$ cat src/rtl/sampling_stream_pkg.sv
`default_nettype none
// ============================================================================
//  Module      : sampling_pkg
//  Description : Shared constants for the serial-to-parallel sampler: default
//                feedback tap masks and the mode encoding.
//  Revision    : 1.0 - initial release
// ============================================================================
package sampling_pkg;

    // Default feedback taps; bit i set => sr[i] takes part in the feedback XOR
    localparam logic [7:0]  TAPS_8  = 8'h41;
    localparam logic [15:0] TAPS_16 = 16'h8016;
    localparam logic [31:0] TAPS_32 = 32'h8020_0003;

    // Mode encoding
    localparam logic MODE_WHITEN = 1'b0;
    localparam logic MODE_RAW    = 1'b1;

endpackage : sampling_pkg
`default_nettype wire

$ cat src/rtl/sampling_stream_if.sv
`default_nettype none
// ============================================================================
//  Module      : sampling_stream_if
//  Description : Bit-in / word-out stream bundle. The master side supplies
//                serial bits and consumes words; the slave side is the sampler.
//  Revision    : 1.0 - initial release
// ============================================================================
interface sampling_stream_if #(
    parameter int OUT_W = 8
);
    logic             in_valid;
    logic             in_bit;
    logic             out_valid;
    logic             out_ready;
    logic [OUT_W-1:0] out_data;

    modport master (
        output in_valid,
        output in_bit,
        output out_ready,
        input  out_valid,
        input  out_data
    );

    modport slave (
        input  in_valid,
        input  in_bit,
        input  out_ready,
        output out_valid,
        output out_data
    );
endinterface : sampling_stream_if
`default_nettype wire

$ cat src/rtl/sampling_stream_lfsr_shift.sv
`default_nettype none
// ============================================================================
//  Module      : lfsr_shift
//  Description : OUT_W-bit shift register with synchronous clear, seed load,
//                shift enable and optional LFSR feedback (bypassed in raw mode).
//                New bits enter at bit 0 so the first bit reaches the MSB after
//                OUT_W shifts.
//  Revision    : 1.0 - initial release
// ============================================================================
module lfsr_shift
    import sampling_pkg::*;
#(
    parameter int               OUT_W    = 8,
    parameter logic [OUT_W-1:0] TAP_MASK = OUT_W'(TAPS_8)
) (
    input  wire logic             clk,
    input  wire logic             rst,
    input  wire logic             i_clr,
    input  wire logic             i_load,
    input  wire logic [OUT_W-1:0] i_seed,
    input  wire logic             i_shift,
    input  wire logic             i_mode,
    input  wire logic             i_bit,
    output logic      [OUT_W-1:0] o_sr,
    output logic      [OUT_W-1:0] o_sr_next
);

    logic [OUT_W-1:0] r_sr;
    logic             w_fb;

    // Feedback: incoming bit, optionally whitened by the parity of the tapped bits
    always_comb begin
        w_fb = i_bit ^ ((i_mode == MODE_RAW) ? 1'b0 : ^(r_sr & TAP_MASK));
    end

    assign o_sr_next = {r_sr[OUT_W-2:0], w_fb};
    assign o_sr      = r_sr;

    // Register update: clear beats load beats shift
    always_ff @(posedge clk) begin
        if (rst || i_clr) begin
            r_sr <= '0;
        end else if (i_load) begin
            r_sr <= i_seed;
        end else if (i_shift) begin
            r_sr <= o_sr_next;
        end
    end

endmodule : lfsr_shift
`default_nettype wire

$ cat src/rtl/sampling_stream.sv
`default_nettype none
// ============================================================================
//  Module      : sampling_stream
//  Description : Serial-to-parallel sampler. Folds accepted bits into an
//                OUT_W-bit (optionally whitened) shift register and emits the
//                register value every SAMPLE_CNT accepted bits into a one-entry
//                valid/ready buffer with a sticky overflow flag on drop.
//  Revision    : 1.0 - initial release
// ============================================================================
module sampling_stream
    import sampling_pkg::*;
#(
    parameter int               OUT_W         = 8,
    parameter int               SAMPLE_CNT    = 64,
    parameter logic [OUT_W-1:0] TAP_MASK      = OUT_W'(TAPS_8),
    parameter bit               CLEAR_ON_EMIT = 1'b1
) (
    input  wire logic                              clk,
    input  wire logic                              rst,
    input  wire logic                              enable,
    input  wire logic                              load,
    input  wire logic [OUT_W-1:0]                  seed,
    input  wire logic                              mode,
    sampling_stream_if.slave                       bus,
    output logic                                   overflow,
    output logic [$clog2(SAMPLE_CNT+1)-1:0]        bit_count
);

    localparam int                c_CW   = $clog2(SAMPLE_CNT + 1);
    localparam logic [c_CW-1:0]   c_LAST = c_CW'(SAMPLE_CNT - 1);

    logic [c_CW-1:0]  r_count;
    logic             r_valid;
    logic [OUT_W-1:0] r_data;
    logic             r_overflow;

    logic             w_accept;
    logic             w_emit;
    logic             w_clr;
    logic [OUT_W-1:0] w_sr_next;
    logic [OUT_W-1:0] w_sr_unused;

    // Accept/emit decode; a disabled block or a clearing emit wipes the register
    always_comb begin
        w_accept = enable & ~load & bus.in_valid;
        w_emit   = w_accept & (r_count == c_LAST);
        w_clr    = ~enable | (w_emit & CLEAR_ON_EMIT);
    end

    lfsr_shift #(
        .OUT_W    (OUT_W),
        .TAP_MASK (TAP_MASK)
    ) u_lfsr (
        .clk       (clk),
        .rst       (rst),
        .i_clr     (w_clr),
        .i_load    (load),
        .i_seed    (seed),
        .i_shift   (w_accept),
        .i_mode    (mode),
        .i_bit     (bus.in_bit),
        .o_sr      (w_sr_unused),
        .o_sr_next (w_sr_next)
    );

    // Bit counter: restarts on disable, load and emit; never passes SAMPLE_CNT-1
    always_ff @(posedge clk) begin
        if (rst || !enable || load) begin
            r_count <= '0;
        end else if (w_accept) begin
            r_count <= w_emit ? '0 : r_count + 1'b1;
        end
    end

    // One-entry output buffer: an emit refills even when the held word is being
    // consumed this cycle; an emit onto an unconsumed word is dropped and flagged
    always_ff @(posedge clk) begin
        if (rst) begin
            r_valid    <= 1'b0;
            r_data     <= '0;
            r_overflow <= 1'b0;
        end else begin
            if (w_emit) begin
                if (r_valid && !bus.out_ready) begin
                    r_overflow <= 1'b1;
                end else begin
                    r_data  <= w_sr_next;
                    r_valid <= 1'b1;
                end
            end else if (r_valid && bus.out_ready) begin
                r_valid <= 1'b0;
            end
            // load never coincides with an emit, so this cannot mask a new drop
            if (enable && load) begin
                r_overflow <= 1'b0;
            end
        end
    end

    assign bus.out_valid = r_valid;
    assign bus.out_data  = r_data;
    assign overflow      = r_overflow;
    assign bit_count     = r_count;

endmodule : sampling_stream
`default_nettype wire

$ cat src/flat_wrapper.sv
// flat-port wrapper written by rule: the top's interface ports become plain ports
module sampling_stream_flat import sampling_pkg::*;
#(
    parameter int               OUT_W         = 8,
    parameter int               SAMPLE_CNT    = 64,
    parameter logic [OUT_W-1:0] TAP_MASK      = OUT_W'(TAPS_8),
    parameter bit               CLEAR_ON_EMIT = 1'b1
)
  (clk, rst, enable, load, seed, mode, overflow, bit_count, bus_in_valid, bus_in_bit, bus_out_ready, bus_out_valid, bus_out_data);
  sampling_stream_if #(.OUT_W(OUT_W)) bus_i ();
  input  wire logic clk;
  input  wire logic rst;
  input  wire logic enable;
  input  wire logic load;
  input  wire logic [OUT_W-1:0] seed;
  input  wire logic mode;
  output logic overflow;
  output logic [$clog2(SAMPLE_CNT+1)-1:0] bit_count;
  input wire logic [$bits(bus_i.in_valid)-1:0] bus_in_valid;
  input wire logic [$bits(bus_i.in_bit)-1:0] bus_in_bit;
  input wire logic [$bits(bus_i.out_ready)-1:0] bus_out_ready;
  output wire logic [$bits(bus_i.out_valid)-1:0] bus_out_valid;
  output wire logic [$bits(bus_i.out_data)-1:0] bus_out_data;
  assign bus_i.in_valid = bus_in_valid;
  assign bus_i.in_bit = bus_in_bit;
  assign bus_i.out_ready = bus_out_ready;
  assign bus_out_valid = bus_i.out_valid;
  assign bus_out_data = bus_i.out_data;
  sampling_stream #(.OUT_W(OUT_W), .SAMPLE_CNT(SAMPLE_CNT), .TAP_MASK(TAP_MASK), .CLEAR_ON_EMIT(CLEAR_ON_EMIT)) u_core (.clk(clk), .rst(rst), .enable(enable), .load(load), .seed(seed), .mode(mode), .bus(bus_i), .overflow(overflow), .bit_count(bit_count));
endmodule
$ cat config.mk
export PLATFORM = sky130hd
export DESIGN_NAME = sampling_stream_flat
export DESIGN_NICKNAME = d
export VERILOG_FILES = /design/src/rtl/sampling_stream_pkg.sv /design/src/rtl/sampling_stream_if.sv /design/src/rtl/sampling_stream_lfsr_shift.sv /design/src/rtl/sampling_stream.sv /design/src/flat_wrapper.sv
export SDC_FILE = /design/constraint.sdc
export NUM_CORES = 1
export LEC_CHECK = 0
export BUFFER_PORTS_ARGS = -buffer_cell sky130_fd_sc_hd__buf_2
export CORE_UTILIZATION = 35
export CTS_BUF_LIST = sky130_fd_sc_hd__clkbuf_8
export DETAILED_ROUTE_END_ITERATION = 12
export GPL_ROUTABILITY_DRIVEN = 0
export SYNTH_ARGS = -nofsm -noshare
export SYNTH_HDL_FRONTEND = slang
export SYNTH_SLANG_ARGS = --single-unit
$ cat constraint.sdc
create_clock -name clk -period 4.6 [get_ports clk]
set_input_delay 0.23 -clock clk [delete_from_list [all_inputs] [get_ports clk]]
set_output_delay 0.23 -clock clk [all_outputs]
set_load 0.01 [all_outputs]
==> summary.txt, run 1 <==
Synth
  • Synth Net Count: 127
  • Synthesized area: 1104 sq um
  • Most frequent cell after synthesis: dfxtp_1
  • Cell variety after synth: 28
  • Post-synth top cells: 24 x dfxtp_1, 18 x nor2_1, 14 x mux2i_1
  • Syn Inst Count: 110
  • Flops & latches, synth: 24
  • Top-area cell type share of the netlist area: 43.54%
  • Sequential share of the synthesized area: 43.54%
  • Avg Cell Area, Syn: 10.03 sq um
  • YS warnings: 0
  • Post-synth top flop: dfxtp_1
  • Post-synth top area cell: dfxtp_1
  • Area contributors post-synth: dfxtp_1 44%, mux2i_1 13%, nor2_1 6.1%
  • Number of synthesized flops with an enable pin: 0
  • Post-synth ARST share: 0%

Detailed routing
  • Vias: 846
  • Drt via density: 4.648
  • Drt drc: 0
  • First DRT Iteration DRCs: 13
  • Drt wl/cell: 11.90 um
  • Detailed Route WL: 2.166 mm
  • Drt pass-1 iters: 4
  • Post-route ant nets: 0

Finish
  • Util after Layout: 43.47%
  • Share of cells above drive strength 1: 31.88%
  • Area growth from synthesis to layout: 19.27%
  • Ant. Diodes: 0
  • Final #Nets: 157

Power
  • Worst VDD drop: 0.1192 mV
  • Pwr dens: 272.5 nW/um^2
  • Pleak: 0.5675 nW

Floorplan
  • Die X: 58.15 um
  • I/O pins: 33
  • Initial Util: 36.45%
  • Row Count: 20
  • Core box area: 3028 sq um
  • Die area: 3381 sq um
  • Die Height: 58.15 um

STA
  • RSZ-0062 raised after global routing: false
  • Worst Tran Pin Value: 0.6896 ns
  • Final worst slack: 2.785 ns
  • Final number of setup-violating endpoints: 0
  • Rel. slew slack: 53.68%
  • Max Slew Vio Count: 0
  • Tcrit/Tclk final: 39.46%
  • Setup TNS: 0 ns
  • Fmax: 550.9 MHz
  • Min Clock Period, post-route: 1.815 ns
  • Final hold vios: 0
  • Fin Clk Skew: 0.002908 ns

CTS
  • CTS tree: yes
  • CTS root buf: clkbuf_8
  • Clk sinks: 24
  • Clock Pin Slew Worst Setup and Hold Paths: 0.08 ns
  • H-tree depth: 1
  • Hold-fix buffers, CTS: 0
  • Post-CTS Repair Setup Buffers: 0
  • Clk buf depth: 2
  • Skew-Pair Late Insertion Delay: 0.26 ns
  • Number of CTS-inserted buffers: 3
  • Cts repair resizes: 0

Global route
  • First-pass GRT wire length: 3.663 mm
  • GRT Total Usage: 14.14%
  • Initial antenna violation count: 0
  • Remaining Overflow, GRT: 0
  • Vias in the first global route: 820
  • Largest net degree at the start of global routing: 17

Worst setup path
  • Reg-to-reg slack, setup: 2.78 ns
  • Critical path required time: 4.73 ns
  • Worst setup path endpoint: u_core.u_lfsr.o_sr[1]
  • Worst reg2reg path startpoint: u_core.bit_count[0]
  • Worst Setup SP: u_core.bit_count[0]
  • R2r endpoint: u_core.u_lfsr.o_sr[1]
  • Worst setup EP type: flop
  • Crit path max fanout: 11
  • Reg2reg path depth: 5
  • Arrival time worst endpoint: 1.95 ns
  • Crit Path Class: reg -> reg
  • Setup crit start kind: flop

Placed design
  • I/O Buffers: 31
  • Post-DP HPWL: 1.566 mm
  • Setup WS pre-CTS: 2.768 ns

Outcome
  • Status: finished, final reports clean

Run
  • Max-Cap Viols: 0

Worst hold path
  • Worst Hold Class: in -> reg
placed cells by master (no fill, tap or decap), types with 3 or more instances in the layout:
master / synthesis / layout
buf_2: 1 / 31
mux2_2: 6 / 6
nor3_1: 8 / 8
clkbuf_8: 0 / 3
nand2_1: 4 / 4
xnor2_1: 4 / 4
a21oi_1: 5 / 5
nor2_1: 18 / 18
mux2i_1: 14 / 14
dfxtp_1: 24 / 24
nand2b_1: 3 / 3
flip-flops by register name, indices dropped and copies added, names as in the netlist:
| register | cells |
|---|---|
| u_core.bus.out_data | 8 |
| u_core.u_lfsr.o_sr | 7 |
| u_core.bus.out_valid | 1 |
| u_core.overflow | 1 |
| u_core.bit_count | 7 |
layer usage:
metal	share of wire, %	GRT usage, %	wire (um)
met2	46	23.32	999
met3	4.4	3.125	96
met5	0	0	0
met4	0.42	4.082	9
met1	49	18.52	1060
worst min path at each step:
stage                          startpoint                    end  slack, ns  cells past startpoint
after floorplan                   seed[0]  u_core.u_lfsr.o_sr[0]       0.37                      2
after global routing              seed[4]  u_core.u_lfsr.o_sr[4]       0.22                      3
after detailed placement  u_core.overflow        u_core.overflow       0.46                      1
final                             seed[4]  u_core.u_lfsr.o_sr[4]       0.20                      3
after CTS                         seed[4]  u_core.u_lfsr.o_sr[4]       0.20                      3
after global placement    u_core.overflow        u_core.overflow       0.44                      1
cell type report:
| cell class | instances | area (sq um) |
|---|---|---|
| clock buffer | 3 | 41.29 |
| fill | 304 | 1712 |
| tap | 44 | 55.05 |
| multi-input combinational | 79 | 580.6 |
| sequential | 24 | 480.5 |
| inverter | 1 | 3.754 |
| timing repair buffer | 31 | 155.1 |
critical path, cell delays in order, from the launching register on:
cell,delay [ns]
dfxtp_1,0.40
ha_1,0.24
nand4b_4,0.13
or3_1,0.41
nand3b_1,0.42
nor2_1,0.10
cells by family after synthesis:
kind of cell / count (synthesis) / share of synthesized area, %
XOR/XNOR: 5 / 3.968
AND/OR/NAND/NOR: 45 / 24.38
AO/OA/AOI/OAI: 8 / 4.308
adder cells (fa/ha/maj): 1 / 1.134
buffers and inverters: 7 / 3.854
multiplexers: 20 / 18.82
flip-flops: 24 / 43.54
stage by stage:
stage	hold WS, ns	power, mW	std cells	instance area (sq um)
2_1_floorplan	0.3747	0.2373	110	1104
3_3_place_gp	0.4410	0.2448	179	1275
3_5_place_dp	0.4569	0.2456	179	1275
4_1_cts	0.1965	0.3657	182	1316
5_1_grt	0.2173	0.3750	182	1316
6_report	0.2019	0.3586	182	1316
power by group:
group	total (mW)	switching (mW)	internal, mW
Combinational	0.0283	0.0151	0.0132
Sequential	0.212	0.00205	0.210
Clock	0.118	0.0600	0.0583
Total	0.359	0.0772	0.281
Power figures use the tool's default switching activity.
==> inputs of run 2 (changes only) <==
clock period = 1.5 ns   (was 4.6 ns; I/O delays follow)
==> summary.txt, run 2 (synthesis gave the netlist of run 1 again) <==
Outcome
  • Status: finished, final reports clean (unchanged)

STA
  • Final number of setup-violating endpoints: 0 (unchanged)
  • Fmax: 705.8 MHz (was 550.9 MHz)
  • Final hold vios: 0 (unchanged)
  • Fin Clk Skew: 0.001637 ns (was 0.002908 ns)
  • Max Slew Vio Count: 0 (unchanged)
  • Tcrit/Tclk final: 94.46% (was 39.46%)
  • Min Clock Period, post-route: 1.417 ns (was 1.815 ns)
  • RSZ-0062 raised after global routing: true (was false)
  • Worst Tran Pin Value: 0.3887 ns (was 0.6896 ns)
  • Rel. slew slack: 74.02% (was 53.68%)
  • Final worst slack: 0.08309 ns (was 2.785 ns)

Finish
  • Max FFs per register: 8 (unchanged)
  • Share of cells above drive strength 1: 41.33% (was 31.88%)
  • Ant. Diodes: 0 (unchanged)
  • Final #Nets: 168 (was 157)
  • Most frequent cells in the layout: 31 x buf_2, 21 x dfxtp_1, 18 x nor2_1, 14 x mux2i_1, 9 x buf_4 (was 31 x buf_2, 24 x dfxtp_1, 18 x nor2_1, 14 x mux2i_1, 8 x nor3_1)
  • Fin area: 1453 sq um (was 1316 sq um)
  • Area growth from synthesis to layout: 31.63% (was 19.27%)
  • Commonest non-fill, non-tap cell in the layout: buf_2 (unchanged)

Detailed routing
  • Detailed Route WL: 2.272 mm (was 2.166 mm)
  • First DRT Iteration DRCs: 16 (was 13)
  • Vias: 917 (was 846)
  • Drt via density: 4.727 (was 4.648)
  • Drt pass-1 iters: 4 (unchanged)
  • Drt wl/cell: 11.71 um (was 11.90 um)
  • Post-route ant nets: 0 (unchanged)
  • Drt drc: 0 (unchanged)

Worst setup path
  • WP buf/inv: 1 (was 0)
  • Arrival time worst endpoint: 1.57 ns (was 1.95 ns)
  • Crit path max fanout: 4 (was 11)
  • Crit Path Class: reg -> reg (unchanged)
  • Slowest stage cell, crit path: dfxtp_4 (was nand3b_1)
  • Crit-path cells: ha_4, nand4b_4, or3_4, nand3b_1, buf_4, nor3_1 (was ha_1, nand4b_4, or3_1, nand3b_1, nor2_1)
  • Worst setup EP type: flop (unchanged)
  • Top delay family on crit path: simple AND/OR/NAND/NOR gates (unchanged)
  • Worst Setup SP: u_core.bit_count[1] (was u_core.bit_count[0])
  • Setup crit start kind: flop (unchanged)
  • Max incr delay on CP: 0.36 ns (was 0.42 ns)
  • Worst reg2reg path startpoint: u_core.bit_count[1] (was u_core.bit_count[0])
  • Critical path required time: 1.65 ns (was 4.73 ns)

Power
  • Worst VDD drop: 0.3925 mV (was 0.1192 mV)
  • Pleak: 0.6340 nW (was 0.5675 nW)
  • Pwr dens: 810.5 nW/um^2 (was 272.5 nW/um^2)

CTS
  • H-tree depth: 1 (unchanged)
  • Post-CTS Repair Setup Buffers: 0 (unchanged)
  • Hold-fix buffers, CTS: 0 (unchanged)
  • Clk buf depth: 2 (unchanged)
  • Clock Pin Slew Worst Setup and Hold Paths: 0.08 ns (about the same)
  • Number of CTS-inserted buffers: 3 (unchanged)
  • CTS tree: yes (unchanged)
  • Skew-Pair Late Insertion Delay: 0.26 ns (about the same)
  • CTS root buf: clkbuf_8 (unchanged)
  • Clk sinks: 24 (unchanged)
  • Cts repair resizes: 0 (unchanged)

Global route
  • First-pass GRT wire length: 4.064 mm (was 3.663 mm)
  • Remaining Overflow, GRT: 0 (unchanged)
  • Largest net degree at the start of global routing: 16 (was 17)
  • Vias in the first global route: 914 (was 820)
  • GRT Total Usage: 15.47% (was 14.14%)
  • Initial antenna violation count: 0 (unchanged)

Floorplan
  • Die X: 58.15 um (unchanged)
  • Die area: 3381 sq um (unchanged)
  • Initial Util: 36.45% (unchanged)
  • I/O pins: 33 (unchanged)
  • Row Count: 20 (unchanged)
  • Die Height: 58.15 um (unchanged)
  • Core box area: 3028 sq um (unchanged)

Worst hold path
  • HP Start: seed[1] (was seed[4])
  • Worst Hold Class: in -> reg (unchanged)

Placed design
  • Setup WS pre-CTS: 0.01906 ns (was 2.768 ns)
  • I/O Buffers: 31 (unchanged)
  • Placed cell area: 1379 sq um (was 1275 sq um)
  • Post-DP HPWL: 1.788 mm (was 1.566 mm)

Run
  • Max-Cap Viols: 0 (unchanged)
-- run 2: changes by cell type in the layout (fill, tap and decap cells not counted), sizes merged --
cell / before / now
buf: 31 / 42
clkbuf: 3 / 4
-- run 2: final cells by class --
cell class | count | area, sq um
clock buffers | 4 | 55.05
flip-flops and latches | 24 | 489.2
repair buffers | 42 | 245.2
well taps | 44 | 55.05
fillers | 301 | 1575
multi-input cells | 79 | 604.3
inverters | 1 | 3.754
-- run 2: metal layers --
metal  vias up  share of wire (%)  GRT usage, %
li1        461                  -             -
met1       430                 46         20.00
met2        23                 47         25.12
met3         3                5.3         4.018
met4         0                1.0         5.102
met5         -                  0             0
-- run 2: final timing paths --
check / endpoint / slack, ns / cells after the start
worst max-delay path: u_core.bit_count[4] / 0.08 / 6
worst max register to register: u_core.bit_count[4] / 0.08 / 6
worst min-delay path: u_core.u_lfsr.o_sr[1] / 0.05 / 3
worst min register to register: u_core.overflow / 0.48 / 1
-- run 2: where the power goes --
| group | switching (mW) | internal, mW | leakage, nW |
|---|---|---|---|
| clock | 0.199 | 0.234 | 0.0288 |
| sequential | 0.00604 | 0.641 | 0.196 |
| combinational | 0.0494 | 0.0476 | 0.409 |
-- run 2: worst register-to-register path: cells and delay by family, from the launching register on --
family | cells | cell delay (ns)
adder cells (fa/ha/maj) | 1 | 0.15
buffers and inverters | 1 | 0.14
flip-flops | 1 | 0.36
AND/OR/NAND/NOR | 4 | 0.65
-- run 2: per-stage QoR --
stage	TNS (ns)	total power [mW]	cells	hold slack (ns)	util (%)
floorplan	-0.4540	0.7254	110	0.2197	-
global placement	0	0.7562	190	0.3101	45.54
detailed placement	0	0.7589	190	0.3226	45.54
CTS	0	1.195	194	0.04282	47.36
global route	-0.1101	1.238	194	0.05231	47.98
finish	0	1.177	194	0.04649	47.98
==> inputs of run 3 (changes only) <==
CORE_ASPECT_RATIO = 1.75   (was default)
==> summary.txt, run 3 (synthesis gave the netlist of run 1 again) <==
Power
  • Worst VDD drop: 0.4497 mV (was 0.3925 mV)
  • Pleak: 0.6284 nW (was 0.6340 nW)
  • Pwr dens: 813.7 nW/um^2 (was 810.5 nW/um^2)
  • Final Power: 1.178 mW (was 1.177 mW)

Finish
  • Fin area: 1448 sq um (was 1453 sq um)
  • Most frequent cells in the layout: 31 x buf_2, 21 x dfxtp_1, 18 x nor2_1, 14 x mux2i_1, 9 x buf_4 (unchanged)
  • Max FFs per register: 8 (unchanged)
  • Ant. Diodes: 0 (unchanged)
  • Util after Layout: 48.90% (was 47.98%)
  • Final #Nets: 167 (was 168)
  • Area growth from synthesis to layout: 31.18% (was 31.63%)
  • Commonest non-fill, non-tap cell in the layout: buf_2 (unchanged)
  • Share of cells above drive strength 1: 40.94% (was 41.33%)
  • Non-Filler Instances: 191 (was 194)

Detailed routing
  • Drt drc: 0 (unchanged)
  • Drt via density: 4.623 (was 4.727)
  • Post-route ant nets: 0 (unchanged)
  • Drt pass-1 iters: 2 (was 4)
  • Vias: 883 (was 917)
  • First DRT Iteration DRCs: 7 (was 16)
  • Detailed Route WL: 2.335 mm (was 2.272 mm)
  • Drt wl/cell: 12.23 um (was 11.71 um)

Placed design
  • Placed cell area: 1374 sq um (was 1379 sq um)
  • I/O Buffers: 31 (unchanged)
  • Post-DP HPWL: 1.801 mm (was 1.788 mm)
  • Dpl cells: 186 (was 190)

CTS
  • Hold-fix buffers, CTS: 0 (unchanged)
  • Clk sinks: 24 (unchanged)
  • H-tree depth: 1 (unchanged)
  • Clock Pin Slew Worst Setup and Hold Paths: 0.09 ns (was 0.08 ns)
  • CTS tree: yes (unchanged)
  • Clk buf depth: 2 (unchanged)
  • Skew-Pair Late Insertion Delay: 0.26 ns (about the same)
  • CTS root buf: clkbuf_8 (unchanged)
  • Number of CTS-inserted buffers: 3 (unchanged)

STA
  • WHS: 0.04515 ns (was 0.04649 ns)
  • Rel. slew slack: 75.04% (was 74.02%)
  • Min Clock Period, post-route: 1.451 ns (was 1.417 ns)
  • Tcrit/Tclk final: 96.71% (was 94.46%)
  • RSZ-0062 raised after global routing: true (unchanged)
  • Worst Tran Pin Value: 0.3737 ns (was 0.3887 ns)
  • Final hold vios: 0 (unchanged)
  • Final number of setup-violating endpoints: 0 (unchanged)
  • Fin Clk Skew: 0.004404 ns (was 0.001637 ns)
  • Fmax: 689.3 MHz (was 705.8 MHz)
  • Max Slew Vio Count: 0 (unchanged)

Global route
  • GR Layer Usage met1: 16.97% (was 20.00%)
  • GRT Total Usage: 15.14% (was 15.47%)
  • GRT Max-Usage Layer: met2 (unchanged)
  • Remaining Overflow, GRT: 0 (unchanged)
  • Largest net degree at the start of global routing: 16 (unchanged)
  • Met2 Usage GRT: 26.18% (was 25.12%)
  • Vias in the first global route: 888 (was 914)
  • First-pass GRT wire length: 3.905 mm (was 4.064 mm)
  • Met3 Use GR: 2.607% (was 4.018%)
  • Initial antenna violation count: 0 (unchanged)

Worst setup path
  • Max incr delay on CP: 0.37 ns (was 0.36 ns)
  • Critical path required time: 1.65 ns (about the same)
  • Crit Path Class: reg -> reg (unchanged)
  • Crit-path cells: ha_4, nand4b_4, or3_4, nor4_2, nor3_1 (was ha_4, nand4b_4, or3_4, nand3b_1, buf_4, nor3_1)
  • Arrival time worst endpoint: 1.60 ns (was 1.57 ns)
  • Crit path max fanout: 3 (was 4)
  • Setup crit start kind: flop (unchanged)
  • WP buf/inv: 0 (was 1)
  • Slowest stage cell, crit path: or3_4 (was dfxtp_4)
  • Worst setup EP type: flop (unchanged)
  • Worst Setup SP: u_core.bit_count[1] (unchanged)
  • Worst reg2reg path startpoint: u_core.bit_count[1] (unchanged)
  • Reg-to-reg slack, setup: 0.05 ns (was 0.08 ns)
  • Top delay family on crit path: simple AND/OR/NAND/NOR gates (unchanged)

Floorplan
  • Core box area: 2960 sq um (was 3028 sq um)
  • Initial Util: 37.28% (was 36.45%)
  • Die Height: 76.28 um (was 58.15 um)
  • Die X: 44.45 um (was 58.15 um)
  • Die area: 3390 sq um (was 3381 sq um)
  • Row Count: 26 (was 20)
  • I/O pins: 33 (unchanged)

Outcome
  • Status: finished, final reports clean (unchanged)

Worst hold path
  • HP Start: seed[2] (was seed[1])
  • Worst Hold Class: in -> reg (unchanged)

Run
  • Max-Cap Viols: 0 (unchanged)
run 3: cell count changes in the layout (fill, tap and decap cells not counted):
| cell | delta |
|---|---|
| buf_6 | -2 |
| buf_12 | +1 |
run 3: worst min-delay path: cells and delay by family:
family / cells / cell delay [ns]
buf+inv: 1 / 0.07
mux: 1 / 0.05
simple gates: 1 / 0.08
run 3: where the power goes:
part	internal [mW]	leakage, nW	switching [mW]	total (mW)
Combinational	0.0467	0.404	0.0478	0.0946
Clock	0.234	0.0288	0.202	0.437
Sequential	0.641	0.196	0.00603	0.647
run 3: layout make-up:
cell class	count	area [sq um]
repair buffers	41	242.7
fillers	296	1513
clock buffers	4	55.05
inverters	1	3.754
well taps	42	52.55
flip-flops and latches	24	489.2
multi-input cells	79	604.3
run 3: timing repair:
item / CTS / global route
gates resized for setup: 0 / 2
setup buffers: 0 / 1
endpoints found under the setup margin: 0 / 19
run 3: final timing paths:
path	cells after the start	to
setup / recovery	5	u_core.bus.out_data[0]
hold / removal	3	u_core.u_lfsr.o_sr[2]
setup reg to reg	5	u_core.bus.out_data[0]
hold reg to reg	1	u_core.overflow
run 3: layer usage:
metal | share of wire, % | wire [um] | vias up
li1 | - | - | 456
met1 | 41 | 952 | 406
met2 | 54 | 1270 | 19
met3 | 3.6 | 83 | 2
met4 | 1.3 | 30 | 0
met5 | 0 | 0 | -
run 3: per-stage QoR:
stage	worst slack, ns	TNS (ns)
after global placement	0.04446	0
after global routing	-0.02047	-0.1203
after detailed placement	0.02550	0
after CTS	0.01054	0
after floorplan	-0.06486	-0.4540
final	0.04932	0
